**config.mk**
```make
export PLATFORM = sky130hd
export DESIGN_NAME = df_coeff_loader_flat
export DESIGN_NICKNAME = d
export VERILOG_FILES = /design/src/rtl/df_coeff_loader_if.sv /design/src/rtl/df_coeff_loader.sv /design/src/flat_wrapper.sv
export SDC_FILE = /design/constraint.sdc
export NUM_CORES = 1
export LEC_CHECK = 0
export CAP_MARGIN = 15
export CORE_ASPECT_RATIO = 1.75
export CORE_UTILIZATION = 48
export CTS_CLUSTER_DIAMETER = 150
export DETAILED_ROUTE_END_ITERATION = 6
export PLACE_DENSITY_LB_ADDON = 0.05
export RECOVER_POWER = 25
export SKIP_CTS_REPAIR_TIMING = 1
export SLEW_MARGIN = 30
export SYNTH_ARGS = -nofsm -noshare
export SYNTH_HDL_FRONTEND = slang
export SYNTH_SLANG_ARGS = --single-unit
export TNS_END_PERCENT = 100
```
**constraint.sdc**
```tcl
create_clock -name clk -period 10.4 [get_ports clk]
set_input_delay 1.56 -clock clk [delete_from_list [all_inputs] [get_ports clk]]
set_output_delay 1.56 -clock clk [all_outputs]
set_load 0.02 [all_outputs]
```
**src/rtl/df_coeff_loader_if.sv**
```systemverilog
// Coefficient word stream between the coefficient source and the loader.
interface df_coeff_loader_if #(
  parameter int unsigned COEFF_WIDTH = 16
);
  logic                   wr_valid;
  logic                   wr_ready;
  logic [COEFF_WIDTH-1:0] wr_data;
  logic                   wr_last;
  logic                   abort;

  modport master (output wr_valid, output wr_data, output wr_last, output abort, input wr_ready);
  modport slave  (input wr_valid, input wr_data, input wr_last, input abort, output wr_ready);
endinterface

```
**src/rtl/df_coeff_loader.sv**
```systemverilog
// Coefficient loader: collects a framed set of N+1 taps into a shadow bank and
// commits it atomically to the active bank on a sample-boundary strobe.
module df_coeff_loader #(
  parameter int unsigned N           = 3,
  parameter int unsigned COEFF_WIDTH = 16,
  parameter int unsigned IDX_WIDTH   = 2,
  parameter logic [COEFF_WIDTH*(N+1)-1:0] RESET_COEFFS = 64'h0000_0000_0000_4000
) (
  input  logic                         clk,
  input  logic                         rst,
  df_coeff_loader_if.slave             wr,
  input  logic                         swap_en,
  output logic [COEFF_WIDTH*(N+1)-1:0] packed_coeffs,
  output logic                         coeff_update,
  output logic                         busy,
  output logic                         err
);

  localparam logic [IDX_WIDTH-1:0] LAST_IDX = IDX_WIDTH'(N);

  typedef enum logic [1:0] {IDLE, LOAD, PENDING} state_t;

  state_t                        state;
  logic [IDX_WIDTH-1:0]          idx;
  logic [N:0][COEFF_WIDTH-1:0]   shadow;
  logic                          ready_q;
  logic                          xfer;

  // Ready is registered with the state; abort masks it combinationally so an
  // aborting cycle never also accepts a word.
  assign wr.wr_ready = ready_q && !wr.abort;
  assign xfer        = wr.wr_valid && wr.wr_ready;

  // Frame sequencing, shadow fill, atomic commit and status pulses.
  always_ff @(posedge clk or posedge rst) begin
    if (rst) begin
      state         <= IDLE;
      idx           <= '0;
      shadow        <= '0;
      packed_coeffs <= RESET_COEFFS;
      coeff_update  <= 1'b0;
      err           <= 1'b0;
      busy          <= 1'b0;
      ready_q       <= 1'b0;
    end else begin
      coeff_update <= 1'b0;
      err          <= 1'b0;
      ready_q      <= 1'b1;
      case (state)
        IDLE: begin
          busy <= 1'b0;
          if (xfer) begin
            if (wr.wr_last) begin
              // A one-word frame is short; drop it without touching the shadow.
              err <= 1'b1;
            end else begin
              shadow[0] <= wr.wr_data;
              idx       <= IDX_WIDTH'(1);
              state     <= LOAD;
              busy      <= 1'b1;
            end
          end
        end

        LOAD: begin
          busy <= 1'b1;
          if (wr.abort) begin
            state <= IDLE;
            idx   <= '0;
            busy  <= 1'b0;
          end else if (xfer) begin
            shadow[idx] <= wr.wr_data;
            if (idx == LAST_IDX) begin
              if (wr.wr_last) begin
                state   <= PENDING;
                ready_q <= 1'b0;
              end else begin
                // Overrun: the frame has too many words.
                err   <= 1'b1;
                state <= IDLE;
                idx   <= '0;
                busy  <= 1'b0;
              end
            end else if (wr.wr_last) begin
              // Short frame: last marker arrived before slot N.
              err   <= 1'b1;
              state <= IDLE;
              idx   <= '0;
              busy  <= 1'b0;
            end else begin
              idx <= idx + IDX_WIDTH'(1);
            end
          end
        end

        PENDING: begin
          busy    <= 1'b1;
          ready_q <= 1'b0;
          if (wr.abort) begin
            state   <= IDLE;
            idx     <= '0;
            busy    <= 1'b0;
            ready_q <= 1'b1;
          end else if (swap_en) begin
            packed_coeffs <= shadow;
            coeff_update  <= 1'b1;
            state         <= IDLE;
            idx           <= '0;
            busy          <= 1'b0;
            ready_q       <= 1'b1;
          end
        end

        default: begin
          state <= IDLE;
          idx   <= '0;
          busy  <= 1'b0;
        end
      endcase
    end
  end

endmodule
```
**src/flat_wrapper.sv**
```systemverilog
// flat-port wrapper written by rule: the top's interface ports become plain ports
module df_coeff_loader_flat 
#(
  parameter int unsigned N           = 3,
  parameter int unsigned COEFF_WIDTH = 16,
  parameter int unsigned IDX_WIDTH   = 2,
  parameter logic [COEFF_WIDTH*(N+1)-1:0] RESET_COEFFS = 64'h0000_0000_0000_4000
)
  (clk, rst, swap_en, packed_coeffs, coeff_update, busy, err, wr_wr_valid, wr_wr_data, wr_wr_last, wr_abort, wr_wr_ready);
  df_coeff_loader_if #(.COEFF_WIDTH(COEFF_WIDTH)) wr_i ();
  input  logic clk;
  input  logic rst;
  input  logic swap_en;
  output logic [COEFF_WIDTH*(N+1)-1:0] packed_coeffs;
  output logic coeff_update;
  output logic busy;
  output logic err;
  input wire logic [$bits(wr_i.wr_valid)-1:0] wr_wr_valid;
  input wire logic [$bits(wr_i.wr_data)-1:0] wr_wr_data;
  input wire logic [$bits(wr_i.wr_last)-1:0] wr_wr_last;
  input wire logic [$bits(wr_i.abort)-1:0] wr_abort;
  output wire logic [$bits(wr_i.wr_ready)-1:0] wr_wr_ready;
  assign wr_i.wr_valid = wr_wr_valid;
  assign wr_i.wr_data = wr_wr_data;
  assign wr_i.wr_last = wr_wr_last;
  assign wr_i.abort = wr_abort;
  assign wr_wr_ready = wr_i.wr_ready;
  df_coeff_loader #(.N(N), .COEFF_WIDTH(COEFF_WIDTH), .IDX_WIDTH(IDX_WIDTH), .RESET_COEFFS(RESET_COEFFS)) u_core (.clk(clk), .rst(rst), .wr(wr_i), .swap_en(swap_en), .packed_coeffs(packed_coeffs), .coeff_update(coeff_update), .busy(busy), .err(err));
endmodule
```
==> impl_metrics.csv, run 1 <==
group,metric,value,unit
die,initial_utilization,0.4975,
route,drtIter0Drc,165,
route,via_per_inst,5.074,
worst_setup_path,worstPathArrival,4.25,ns
finish,fin_area,0.007003,mm2
synth,yosysWarnings,0,
placement,dpl_cell_area,0.006379,mm2
min_path,hp-class,"reg2reg",
die,core_area,0.01082,mm2
worst_setup_path,reg2reg_depth,4,
grt,use_met2,0.3858,
power,pwr-share-seq,0.443,
sta,fin_skew,0.005639,ns
sta,fin_crit,4.695,ns
finish,drive_gt1_frac,0.1891,
clocking,cts_tree,"built",
clocking,clockBufferDepth,2,
grt,antenna_found_initial,0,
worst_setup_path,reg2reg_to,"u_core.coeff_update",
synth,ys_types,32,
die,die_area,0.01166,mm2
die,rows,50,
sta,setup_ws,5.705,ns
sta,worst_pin_slew,2.327,ns
sta,rsz0062_at_grt,"no",
finish,nNetsFinal,589,
die,ios,90,
power,power.internal,1.139,mW
synth,ys.flop_type,"dfrtp_1",
clocking,clkTransAtPathRegs,0.06,ns
grt,grt_pass1_vias,3754,
synth,avgSynthCellArea,11.55,um2
sta,slew_viol_final,121,
route,vias,3557,
worst_setup_path,path_class,"in2reg",
job,cap_violations,2,
grt,grt_pass1_wl,18640,um
placement,dp_worst_setup_slack,5.892,ns
sta,min_period_over_period,0.4515,
worst_setup_path,regToRegSetupSlack,6.97,ns
worst_setup_path,worstSetupEndpointType,"register",
sta,setup_viol,0,
worst_setup_path,worstPathRequired,9.95,ns
synth,synth_nets,497,
outcome,violations,"capacitance limit, slew limit",
finish,antenna_cells,0,
power,peakVddDrop,0.1851,mV
worst_setup_path,start_kind,"input port",
route,route.detailed.drc,0,
grt,grt_usage,0.2174,
power,swShare,0.2364,
die,die_h,142.1,um
route,wire_per_inst,16.27,um
route,ant_nets,0,
clocking,clock_latency,0.41,ns
grt,met1_usage,0.2489,
power,p_per_area,213.0,mW/mm2
grt,met3_usage,0.04936,
clocking,h-tree-depth,4,
synth,synth_edf_count,0,
power,clkPwrFrac,0.423,
route,wl,11400,um
finish,synthToLayoutAreaGrowth,30.07,%
synth,yosysTopAreaCellShare,0.6275,
power,power.switching,352.6,uW
worst_setup_path,timing.rr.start,"u_core.state[0]",
finish,fillers,872,
synth,synth_top_cell_by_area,"dfrtp_1",
synth,syn_inst,466,
sta,maxSlewHeadroom,-0.5600,
finish,fin_cells,701,
placement,numPortBuffers,89,
placement,hpwl,7302,um
synth,yosysMostFrequentCell,"nand2_1",
grt,busiest_layer,"met2",
synth,async_flop_share,1.000,
clocking,root_buffer,"clkbuf_16",
sta,hold_violations,0,
grt,grt_max_degree,84,
placement,gp_congestion,0.7641,
worst_setup_path,endpoint,"u_core.coeff_update",
synth,ys_top_cells_by_count,"nand2_1 (194), dfrtp_1 (135), mux2_2 (54)",
synth,synth_seq_cells,136,
power,combPwrFrac,0.133,
synth,synthTopCellsByArea,"dfrtp_1 (63%), nand2_1 (14%), mux2_2 (11%)",
grt,grt.overflow.total,0,
die,die_w,82.06,um
clocking,cts.sinks,136,
worst_setup_path,crit_fanout,65,
clocking,cts_buffers,17,
sta,holdWs,0.4617,ns
sta,setup_tns,0,ns
outcome,status,"complete, but fails checks",
synth,syn_area,0.005384,mm2
power,p_leak,3.533,nW
sta,max_freq,213.0,MHz
synth,ys_seq_area_frac,0.6323,
worst_setup_path,cp-startpoint,"wr_abort",
route,dr.pass1.iters,4,
placement,dp_cells,669,
-- critical path, cell delays in order --
cell	delay (ns)
dlygate4sd3_1	0.76
nand3b_1	0.20
clkinvlp_2	1.72
-- flip-flops by register name, summed over array words and instances, names as in the netlist --
name and cells:
u_core.packed_coeffs 64, u_core.state 2, u_core.coeff_update 1, u_core.busy 1, u_core.ready_q 1, u_core.err 1
u_core.shadow 64, u_core.idx 2
-- per-layer routing --
| layer | routed length [um] | part of all wire | up-vias |
|---|---|---|---|
| li1 | - | - | 1691 |
| met1 | 4571 | 0.40 | 1774 |
| met2 | 6243 | 0.55 | 83 |
| met3 | 451 | 0.040 | 9 |
| met4 | 138 | 0.012 | 0 |
| met5 | 0 | 0 | - |
-- kinds of logic (layout without fill, tap and decap cells) --
group                    Yosys count  count (layout)  synth area share
AND/OR/NAND/NOR                  218             218            0.1622
adder cells (fa/ha/maj)            9               9           0.02092
buffers and inverters             25             130           0.02138
flip-flops                       136             136            0.6324
multiplexers                      65              65            0.1427
AO/OA/AOI/OAI                     13              13           0.02045
-- power groups by stage --
stage,combinational (mW),sequential [mW],clock [mW]
2_1_floorplan,0.152,0.658,0
3_5_place_dp,0.199,0.667,0
4_1_cts,0.203,0.660,0.646
3_3_place_gp,0.192,0.663,0
5_1_grt,0.219,0.670,0.666
6_report,0.199,0.661,0.632
-- final cells by class --
cell class / instances / area (um2) / area share
clock buffers: 19 / 452.9 / 0.06468
clock inverters: 13 / 176.4 / 0.02519
repair buffers: 92 / 917.1 / 0.1310
flip-flops and latches: 136 / 3405 / 0.4862
well taps: 130 / 162.7 / 0.02323
inverters: 6 / 25.02 / 0.003573
multi-input cells: 305 / 1864 / 0.2662
-- cell usage in the layout, fill, tap and decap left out --
master / count
nor2_1: 4
nand2b_1: 3
a32o_1: 1
mux2_4: 10
clkbuf_16: 17
clkinvlp_4: 3
dlygate4sd3_1: 3
o31ai_1: 1
nand2_2: 4
dfrtp_1: 135
nand3_1: 2
bufinv_16: 4
a41o_1: 1
nand2_1: 194
buf_6: 1
a2111oi_4: 1
mux2_2: 54
clkbuf_8: 2
or3_1: 1
nand2b_4: 1
clkinvlp_2: 2
and2_1: 1
clkinv_4: 1
a21oi_1: 4
clkinv_2: 5
a31oi_1: 2
inv_1: 4
nand3b_1: 3
a22o_1: 1
a2bb2oi_1: 1
mux2i_1: 1
ha_1: 9
dfstp_2: 1
clkdlybuf4s50_1: 86
o21ai_0: 1
nor2b_1: 2
buf_4: 2
nor3_1: 3
-- worst min path at each step --
stage	startpoint	endpoint	slack, ns	depth (start not counted)
2_1_floorplan	u_core.shadow[16]	u_core.packed_coeffs[16]	0.43	2
4_1_cts	u_core.shadow[23]	u_core.packed_coeffs[23]	0.46	2
3_3_place_gp	u_core.shadow[50]	u_core.packed_coeffs[50]	0.44	2
6_report	u_core.shadow[36]	u_core.packed_coeffs[36]	0.46	2
3_5_place_dp	u_core.shadow[37]	u_core.packed_coeffs[37]	0.45	2
5_1_grt	u_core.shadow[41]	u_core.packed_coeffs[41]	0.47	2
-- through the flow --
step / total power [mW] / utilization
floorplan: 0.8102 / -
global placement: 0.8549 / 0.5888
detailed placement: 0.8667 / 0.5894
CTS: 1.508 / 0.6475
global route: 1.555 / 0.6471
finish: 1.492 / 0.6471
Note: power is estimated with default switching activity, not from simulation.
==> run 2, diff against run 1 <==
- clock period: 10.4 -> 4.2 ns (I/O delays scaled with it)
==> run 2 against run 1 <==
  * The run now ends clean
  * Register-to-register slack worse by 4.9 ns
  * Critical path depth unchanged
  * Non-clock buffer count up 1
  * Via count down 0.59%
  * Sequential cell count unchanged
  * Sequential power up 150%
  * Setup slack worse by 4.2 ns
  * Clock power up 130%
  * First-iteration DRC count down 9.1%
  * Die area unchanged
  * Critical endpoint is now wr_wr_ready
  * Largest cell class unchanged
==> impl_metrics.csv, run 2 (synthesized netlist as in run 1, its figures left out) <==
group,metric,value,unit
grt,grt_pass1_wl,18330,um
min_path,hp-class,"reg2reg",
power,total_power,3.564,mW
worst_setup_path,crit_fanout,10,
finish,final_cell_mix,"nand2_1 (194), dfrtp_1 (135), clkdlybuf4s50_1 (88)",
placement,dp_worst_setup_slack,1.554,ns
outcome,status,"finished, final reports clean",
sta,max_freq,374.6,MHz
finish,fillers,874,
route,via_per_inst,5.044,
worst_setup_path,cpMostUsedCell,"clkdlybuf4s50_1",
job,cap_violations,0,
clocking,root_buffer,"clkbuf_16",
power,peakVddDrop,0.3448,mV
clocking,h-tree-depth,4,
sta,rsz0062_at_grt,"no",
finish,regArea,0.003405,mm2
placement,gp_congestion,0.7849,
power,combPwrFrac,0.138,
worst_setup_path,worstSetupEndpointType,"output pin",
clocking,cts_tree,"built",
clocking,clkTransAtPathRegs,0.06,ns
route,route.detailed.drc,0,
route,ant_nets,0,
worst_setup_path,reg2reg_to,"u_core.shadow[9]",
grt,grt_max_degree,81,
sta,min_period_over_period,0.6357,
die,rows,50,
power,pwr-share-seq,0.460,
grt,grt_usage,0.2172,
finish,synthToLayoutAreaGrowth,29.31,%
route,vias,3536,
finish,final_common_cell,"nand2_1",
route,wire_per_inst,16.21,um
min_path,holdCritStartpoint,"u_core.shadow[36]",
sta,setup_ws,1.530,ns
power,power.internal,2.681,mW
power,clkPwrFrac,0.403,
worst_setup_path,worstPathArrival,2.04,ns
route,drtIter0Drc,150,
worst_setup_path,timing.rr.start,"u_core.state[1]",
power,swShare,0.2479,
power,p_per_area,511.9,mW/mm2
die,core_area,0.01082,mm2
clocking,clock_latency,0.42,ns
sta,fin_skew,0.009130,ns
worst_setup_path,path_class,"in2out",
die,die_h,142.1,um
placement,hpwl,7384,um
die,ios,90,
worst_setup_path,cp_top_family,"buffers and inverters",
route,dr.pass1.iters,5,
worst_setup_path,cp_slowest_cell,"clkdlybuf4s50_1",
grt,grt.overflow.total,0,
power,power.switching,883.4,uW
die,initial_utilization,0.4975,
worst_setup_path,worstPathRequired,3.57,ns
sta,maxSlewHeadroom,0.3492,
die,die_w,82.06,um
worst_setup_path,critPathMaxStageDelay,0.61,ns
min_path,worstHoldEndpoint,"u_core.packed_coeffs[36]",
placement,numPortBuffers,89,
finish,antenna_cells,0,
worst_setup_path,critPathBufInv,2,
finish,multi_input_comb_area,0.001864,mm2
clocking,cts.sinks,136,
sta,setup_viol,0,
sta,slew_viol_final,0,
power,p_leak,3.513,nW
sta,hold_violations,0,
worst_setup_path,regToRegSetupSlack,2.07,ns
worst_setup_path,worstPathCellList,"clkdlybuf4s50_1, nor2b_1, clkdlybuf4s50_1",
finish,reg_top3,"u_core.packed_coeffs x64, u_core.shadow x64",
sta,fin_crit,2.670,ns
grt,grt_pass1_vias,3637,
finish,nNetsFinal,590,
worst_setup_path,reg2reg_depth,6,
sta,setup_tns,0,ns
finish,drive_gt1_frac,0.1891,
route,wl,11360,um
grt,antenna_found_initial,0,
min_path,whs_path_depth,2,
clocking,clockBufferDepth,2,
sta,worst_pin_slew,0.9708,ns
die,die_area,0.01166,mm2
worst_setup_path,start_kind,"input port",
clocking,cts_buffers,17,
[run 2: changes by cell type in the layout (fill, tap and decap cells not counted), moves of 2 or more]
cell             change
bufinv_16            -2
clkdlybuf4s50_1      +2
clkinvlp_4           +2
dlygate4sd3_1        -2
[run 2: worst max-delay path by stage]
stage	from	to	slack [ns]	depth (start not counted)
floorplan	rst	u_core.busy	1.88	1
global placement	wr_abort	u_core.packed_coeffs[21]	1.56	5
detailed placement	wr_abort	wr_wr_ready	1.55	3
CTS	wr_abort	wr_wr_ready	1.55	3
global route	wr_abort	wr_wr_ready	1.49	3
finish	wr_abort	wr_wr_ready	1.53	3
[run 2: area by class of cell]
type                    instances  share of cell area
flip-flops and latches        136              0.4890
inverters                       6            0.003774
repair buffers                 93              0.1341
clock inverters                13             0.01887
well taps                     130             0.02336
clock buffers                  18             0.06308
multi-input cells             305              0.2678
[run 2: worst register-to-register path, stage by stage (launching register included)]
cell and delay [ns]:
dfrtp_1 0.40, inv_1 0.11, ha_1 0.32, nand2b_1 0.15, a2111oi_4 0.31, buf_4 0.34
mux2_2 0.38
[run 2: power groups by stage]
stage	clock, mW	sequential, mW	combinational, mW
3_5_place_dp	0	1.66	0.493
2_1_floorplan	0	1.63	0.377
5_1_grt	1.51	1.66	0.539
4_1_cts	1.45	1.64	0.498
6_report	1.43	1.64	0.490
3_3_place_gp	0	1.65	0.478
[run 2: stage by stage]
step                      utilization  hold WS [ns]  cells  instance area, um2
after floorplan                     -        0.4331    466                5388
after global placement         0.5905        0.4436    670                6391
after detailed placement       0.5908        0.4487    670                6394
after CTS                      0.6435        0.4593    701                6964
after global routing           0.6432        0.4741    701                6962
final                          0.6432        0.4580    701                6962
[run 2: layer usage]
layer	global-route usage	share of wire	vias to the layer above
met5	0	0	-
met4	0.1062	0.028	0
met3	0.05256	0.034	23
met2	0.3610	0.53	93
met1	0.2569	0.41	1731
li1	-	-	1689
==> run 3, diff against run 2 <==
- clock period: 4.2 -> 2.45 ns (I/O delays scaled with it)
==> run 3 against run 2 <==
  * Critical path type is now reg2reg
  * Power grew 70%
  * Highest routed layer unchanged
  * Register-to-register slack lost 1.6 ns
  * Clock skew shrank 0.0034 ns
==> impl_metrics.csv, run 3 (synthesized netlist as in run 1, its figures left out) <==
group,metric,value,unit
finish,drive_gt1_frac,0.1966,
route,wl,11530,um
clocking,clkTransAtPathRegs,0.06,ns
finish,reg_top3,"u_core.packed_coeffs x64, u_core.shadow x64",
power,peakVddDrop,0.6104,mV
die,rows,50,
power,p_per_area,862.0,mW/mm2
die,die_area,0.01166,mm2
die,initial_utilization,0.4975,
sta,setup_tns,0,ns
clocking,clockBufferDepth,2,
grt,grt_pass1_vias,3748,
die,die_w,82.06,um
clocking,root_buffer,"clkbuf_16",
route,ant_nets,0,
finish,final_cell_mix,"nand2_1 (194), dfrtp_1 (135), clkdlybuf4s50_1 (88)",
worst_setup_path,worstPathArrival,2.31,ns
die,ios,90,
power,total_power,6.073,mW
clocking,h-tree-depth,4,
finish,finish.utilization,0.6510,
route,route.detailed.drc,0,
grt,antenna_found_initial,0,
grt,grt.overflow.total,0,
job,cap_violations,0,
sta,setup_ws,0.4331,ns
outcome,status,"finished, final reports clean",
sta,hold_violations,0,
clocking,clock_latency,0.41,ns
clocking,cts_buffers,17,
grt,grt_max_degree,60,
sta,slew_viol_final,0,
placement,hpwl,7969,um
finish,antenna_cells,0,
power,p_leak,3.562,nW
finish,synthToLayoutAreaGrowth,30.86,%
route,drtIter0Drc,158,
placement,dpl_cell_area,0.006501,mm2
finish,fin_area,0.007046,mm2
route,vias,3615,
route,dr.pass1.iters,4,
clocking,cts_tree,"built",
placement,numPortBuffers,89,
placement,gp_congestion,0.9074,
route,via_per_inst,5.092,
sta,maxSlewHeadroom,0.2674,
placement,dp_worst_setup_slack,0.2246,ns
sta,rsz0062_at_grt,"no",
sta,worst_pin_slew,1.099,ns
finish,fillers,854,
die,die_h,142.1,um
die,core_area,0.01082,mm2
sta,fin_crit,2.017,ns
grt,grt_usage,0.2228,
worst_setup_path,start_kind,"register",
worst_setup_path,worstPathRequired,2.74,ns
sta,setup_viol,0,
grt,grt_pass1_wl,18840,um
worst_setup_path,worstSetupEndpointType,"register",
finish,final_common_cell,"nand2_1",
route,wire_per_inst,16.24,um
min_path,hp-class,"reg2reg",
clocking,cts.sinks,136,
sta,fin_skew,0.005723,ns
sta,max_freq,495.8,MHz
worst_setup_path,crit_fanout,16,
sta,min_period_over_period,0.8232,
worst_setup_path,path_class,"reg2reg",
finish,nNetsFinal,598,
run 3: cell count changes in the layout (fill, tap and decap cells not counted), moves of 2 or more:
cell	change
buf_12	+3
buf_4	+3
clkbuf_1	+3
clkinvlp_4	-2
run 3: cell type report:
class | count | area [um2] | area share
clock buffer | 19 | 432.9 | 0.06145
clock inverter | 13 | 130.1 | 0.01847
inverter | 6 | 23.77 | 0.003374
multi-input combinational | 305 | 1864 | 0.2646
sequential | 136 | 3405 | 0.4832
tap | 130 | 162.7 | 0.02309
timing repair buffer | 101 | 1027 | 0.1458
run 3: path summary, 6_finish.rpt:
path / slack [ns] / cells past startpoint / to / from
max: 0.43 / 6 / u_core.shadow[51] / u_core.state[1]
min: 0.46 / 2 / u_core.packed_coeffs[39] / u_core.shadow[39]
max reg2reg: 0.43 / 6 / u_core.shadow[51] / u_core.state[1]
min reg2reg: 0.46 / 2 / u_core.packed_coeffs[39] / u_core.shadow[39]
max in group asynchronous: 0.53 / 3 / u_core.shadow[10] / rst
min in group asynchronous: 0.51 / 2 / u_core.packed_coeffs[24] / rst
run 3: metal layers:
layer / global-route usage / wire, um / vias to the layer above
met5: 0 / 0 / -
met4: 0.07941 / 223 / 0
met3: 0.05833 / 355 / 15
met2: 0.3997 / 6360 / 84
met1: 0.2453 / 4590 / 1812
li1: - / - / 1704
run 3: critical path, cell delays in order (launching register included):
cell	delay [ns]
dfrtp_1	0.40
inv_1	0.10
ha_1	0.29
nand2b_4	0.09
nor2_1	0.30
nand2_2	0.34
mux2_2	0.37
run 3: per-stage QoR:
step | std cells | hold slack [ns]
2_1_floorplan | 466 | 0.4331
3_3_place_gp | 678 | 0.4458
3_5_place_dp | 678 | 0.4467
4_1_cts | 710 | 0.3079
5_1_grt | 710 | 0.4713
6_report | 710 | 0.4593
run 3: report_power, final:
group / internal [mW] / total [mW] / switching [mW] / leakage [nW]
Sequential: 2.61 / 2.80 / 0.198 / 1.83
Combinational: 0.499 / 0.855 / 0.356 / 1.46
Clock: 1.49 / 2.41 / 0.926 / 0.273
Total: 4.59 / 6.07 / 1.48 / 3.56
==> edit 1, RTL diff (flow settings as in run 2) <==
`COEFF_WIDTH` is set to 16 in 3 places; all go to 32.
--- a/src/rtl/df_coeff_loader_if.sv
+++ b/src/rtl/df_coeff_loader_if.sv
@@ -1,5 +1,5 @@
 // Coefficient word stream between the coefficient source and the loader.
 interface df_coeff_loader_if #(
-  parameter int unsigned COEFF_WIDTH = 16
+  parameter int unsigned COEFF_WIDTH = 32
 );
   logic                   wr_valid;
--- a/src/rtl/df_coeff_loader.sv
+++ b/src/rtl/df_coeff_loader.sv
@@ -3,5 +3,5 @@
 module df_coeff_loader #(
   parameter int unsigned N           = 3,
-  parameter int unsigned COEFF_WIDTH = 16,
+  parameter int unsigned COEFF_WIDTH = 32,
   parameter int unsigned IDX_WIDTH   = 2,
   parameter logic [COEFF_WIDTH*(N+1)-1:0] RESET_COEFFS = 64'h0000_0000_0000_4000
--- a/src/flat_wrapper.sv
+++ b/src/flat_wrapper.sv
@@ -3,5 +3,5 @@
 #(
   parameter int unsigned N           = 3,
-  parameter int unsigned COEFF_WIDTH = 16,
+  parameter int unsigned COEFF_WIDTH = 32,
   parameter int unsigned IDX_WIDTH   = 2,
   parameter logic [COEFF_WIDTH*(N+1)-1:0] RESET_COEFFS = 64'h0000_0000_0000_4000
Ports: changed (resized packed_coeffs and wr_wr_data); port bits go from 90 to 170. No check against the original RTL was run, so the function may have changed too.
==> edit 1 against run 2 <==
  * Maximum frequency up 1.4%
  * Non-clock buffer count increased by 86
  * Critical endpoint unchanged
  * Total power rose by 71%
  * The flow now finishes with violations (design-rule violations)
  * Area after synthesis grew 87%
  * Die area is 85% higher
  * Routed wire length rose by 88%
  * Sequential cell count up 128
  * Synthesized cell count increased by 88%
  * Setup slack better by 0.036 ns
  * Final area rose by 84%
  * Clock skew up 0.0011 ns
==> edit 1: results (changes against run 2) <==
register area share after synthesis: 0.655 (+0.0229)
Post-DP Area: 0.0121 mm² (+88%)
Port Buffer Count: 169 (+90%)
CP Max Fanout: 9 (-1)
wire length per cell: 16.4 µm (+1.2%)
RePlAce Congestion: 0.805 (+2.5%)
HPWL after DPL: 13.3 mm (+81%)
Pleak: 6.52 nW (+86%)
vias in the first global route: 6630 (+82%)
failing checks: design-rule violations
Post-Synth Adder-Cell Area: 0.0112 (-0.00975)
ranking of synthesized cells by area: dfrtp_1, nand2_1, mux2_2
WL met1: 9.20 mm (+97%)
met3 wire length: 990 µm (+160%)
met2 usage: 0.351 (-0.00964)
H-tree lvl count: 1 (-3)
Finished Layout Cells: 1304 (+86%)
Mapped Cells: 877 (+88%)
Post-route DRC: 11 (+11)
IR drop worst, VDD: 0.414 mV (+20%)
largest net degree at the start of global routing: 86 (+6.2%)
Setup Skew: 0.0102 ns (+0.00107 ns)
DR WL met2: 10.7 mm (+80%)
synth unique cells: 30 (-6.3%)
met1 GRT Util: 0.268 (+0.0112)
status: complete, but fails checks
clk buf depth: 3 (+1)
compound-gate portion of the synthesized area: 0.0120 (-0.00842)
Via density: 5.06 (+0.28%)
Internal: 4.66 mW (+74%)
commonest cells in the netlist: nand2_1, dfrtp_1, mux2_2
total placed cells including tap cells: 1261 (+88%)
CTS Buf Count: 25 (+8)
Final Cycle Share: 0.627 (-0.00866)
footprint of the multi-input gates: 0.00329 mm² (+76%)
worst-skew pair later-pin latency: 0.52 ns (+0.10 ns)
Synth Net Count: 924 (+86%)
==> edit 1: cell types whose count changed after synthesis, sizes merged, moves of 2 or more <==
| cell | before | now |
|---|---|---|
| nand2 | 198 | 390 |
| dfrtp | 135 | 263 |
| mux2 | 64 | 128 |
| clkbuf | 12 | 25 |
| buf | 7 | 18 |
| nand3 | 2 | 6 |
| nand2b | 4 | 1 |
| nand3b | 3 | 0 |
| a22oi | 0 | 2 |
==> edit 1: layout make-up <==
type / count / area share
flip-flops and latches: 264 / 0.516
clock buffers: 39 / 0.0569
well taps: 248 / 0.0242
inverters: 7 / 0.00235
multi-input cells: 563 / 0.257
repair buffers: 179 / 0.140
clock inverters: 4 / 0.00410
==> edit 1: final timing paths <==
path / from / to / slack [ns] / cells after the start
setup / recovery: wr_abort / wr_wr_ready / 1.57 / 3
hold / removal: u_core.packed_coeffs[14]$_DFFE_PP1P_ / u_core.packed_coeffs[14]$_DFFE_PP1P_ / 0.46 / 2
setup reg to reg: u_core.state[1]$_DFFE_PP0P_ / u_core.shadow[56]$_DFFE_PP0P_ / 1.67 / 6
hold reg to reg: u_core.packed_coeffs[14]$_DFFE_PP1P_ / u_core.packed_coeffs[14]$_DFFE_PP1P_ / 0.46 / 2
max in group asynchronous: rst / u_core.packed_coeffs[6]$_DFFE_PP0P_ / 1.58 / 3
min in group asynchronous: rst / u_core.packed_coeffs[21]$_DFFE_PP0P_ / 0.74 / 2
==> edit 1: power groups by stage <==
stage / combinational (mW) / sequential (mW) / clock (mW)
finish: 0.758 / 3.18 / 2.15
global route: 0.840 / 3.23 / 2.31
CTS: 0.779 / 3.18 / 2.22
detailed placement: 0.776 / 3.22 / 0
global placement: 0.753 / 3.21 / 0
floorplan: 0.574 / 3.19 / 0
==> edit 2, RTL diff (settings of run 2) <==
Made on the original files. Encoding of `state_t`: now one-hot (3 bits for 3 states).
--- a/src/rtl/df_coeff_loader.sv
+++ b/src/rtl/df_coeff_loader.sv
@@ -19,5 +19,5 @@
   localparam logic [IDX_WIDTH-1:0] LAST_IDX = IDX_WIDTH'(N);
 
-  typedef enum logic [1:0] {IDLE, LOAD, PENDING} state_t;
+  typedef enum logic [2:0] {IDLE = 3'b001, LOAD = 3'b010, PENDING = 3'b100} state_t;
 
   state_t                        state;
Formal check against the unedited RTL: no difference found for any inputs over 10 cycles, from zero or initial values and one cycle with rst high; not proved beyond that.
==> edit 2 against run 2 <==
  * The flow now finishes with violations (max-capacitance violations, max-slew violations)
  * Routed wire length down 9.5%
  * Maximum frequency down 2.9%
  * Register-to-register slack worse by 0.15 ns
  * Global-route usage down 2.2 points
  * First-iteration DRC count down 21%
  * Via count down 13%
  * Critical path type is now input pin to async pin
  * Sequential cell count up 1
  * Area after synthesis up 0.51%
  * Largest cell class unchanged
  * Setup slack worse by 0.079 ns
  * Critical endpoint is now u_core.shadow[51]$_DFFE_PP0P_
  * Die area up 0.50%
  * Final area up 2.0%
Power is not compared: it rests on default switching activity, and its combinational part moved more than twofold at a synthesized area within 25%.
==> edit 2: results (changes against run 2) <==
MaxCap Viol Count: 1 (+1)
CP Max Fanout: 32 (+22)
largest net degree at the start of global routing: 66 (-19%)
register area share after synthesis: 0.634 (+0.00164)
Via density: 5.33 (+5.6%)
met2 usage: 0.316 (-0.0452)
Post-Synth Adder-Cell Area: 0.0116 (-0.00935)
R2R Setup Slk: 1.92 ns (-0.15 ns)
starting DRC count in detailed routing: 118 (-21%)
r2r endpoint: u_core.shadow[14]$_DFFE_PP0P_
reg2reg path depth: 4 (-2)
Setup Skew: 0.00530 ns (-0.00383 ns)
Hold Crit Depth: 1 (-1)
WL met1: 4.11 mm (-12%)
met1 GRT Util: 0.237 (-0.0200)
RePlAce Congestion: 0.817 (+4.1%)
nets: 457 (-23%)
router iterations before antenna repair: 4 (-1)
commonest cells in the netlist: dfrtp_1, mux2_2, mux2_4
beginning of the critical path: rst
status: complete, but fails checks
CP max stage cell: clkbuf_1
failing checks: max-capacitance violations, max-slew violations
normalized max-slew margin: -0.0561 (-0.405)
Max Slew Vio Count: 66 (+66)
synth unique cells: 36 (+13%)
HPWL after DPL: 6.64 mm (-10%)
Reg2Reg Launch Point: u_core.state[0]$_DFFE_PP1P_
Largest regs: u_core.packed_coeffs x64, u_core.shadow x64, u_core.state x3
Synth Net Count: 358 (-28%)
[edit 2: metrics by stage]
step	power [mW]	setup slack, ns	area [µm²]	instances	utilization
after detailed placement	1.56	1.31	6400	542	0.580
final	3.31	1.45	7100	575	0.643
after CTS	3.35	1.55	7110	574	0.644
after global routing	3.42	1.01	7100	575	0.643
after floorplan	1.50	1.86	5420	331	-
after global placement	1.55	1.40	6400	542	0.580
[edit 2: logic make-up (layout without fill, tap and decap cells)]
logic type | count (synthesis) | in the layout
AO/OA/AOI/OAI | 12 | 12
buffers and inverters | 17 | 129
multiplexers | 128 | 128
adder cells (fa/ha/maj) | 5 | 5
flip-flops | 137 | 137
AND/OR/NAND/NOR | 32 | 32
[edit 2: area by class of cell]
class | count | share of cell area
Inverter | 4 | 0.00229
Timing Repair Buffer | 93 | 0.129
Clock buffer | 19 | 0.0624
Clock inverter | 13 | 0.0382
Sequential cell | 137 | 0.483
Tap cell | 132 | 0.0233
Multi-Input combinational cell | 177 | 0.262
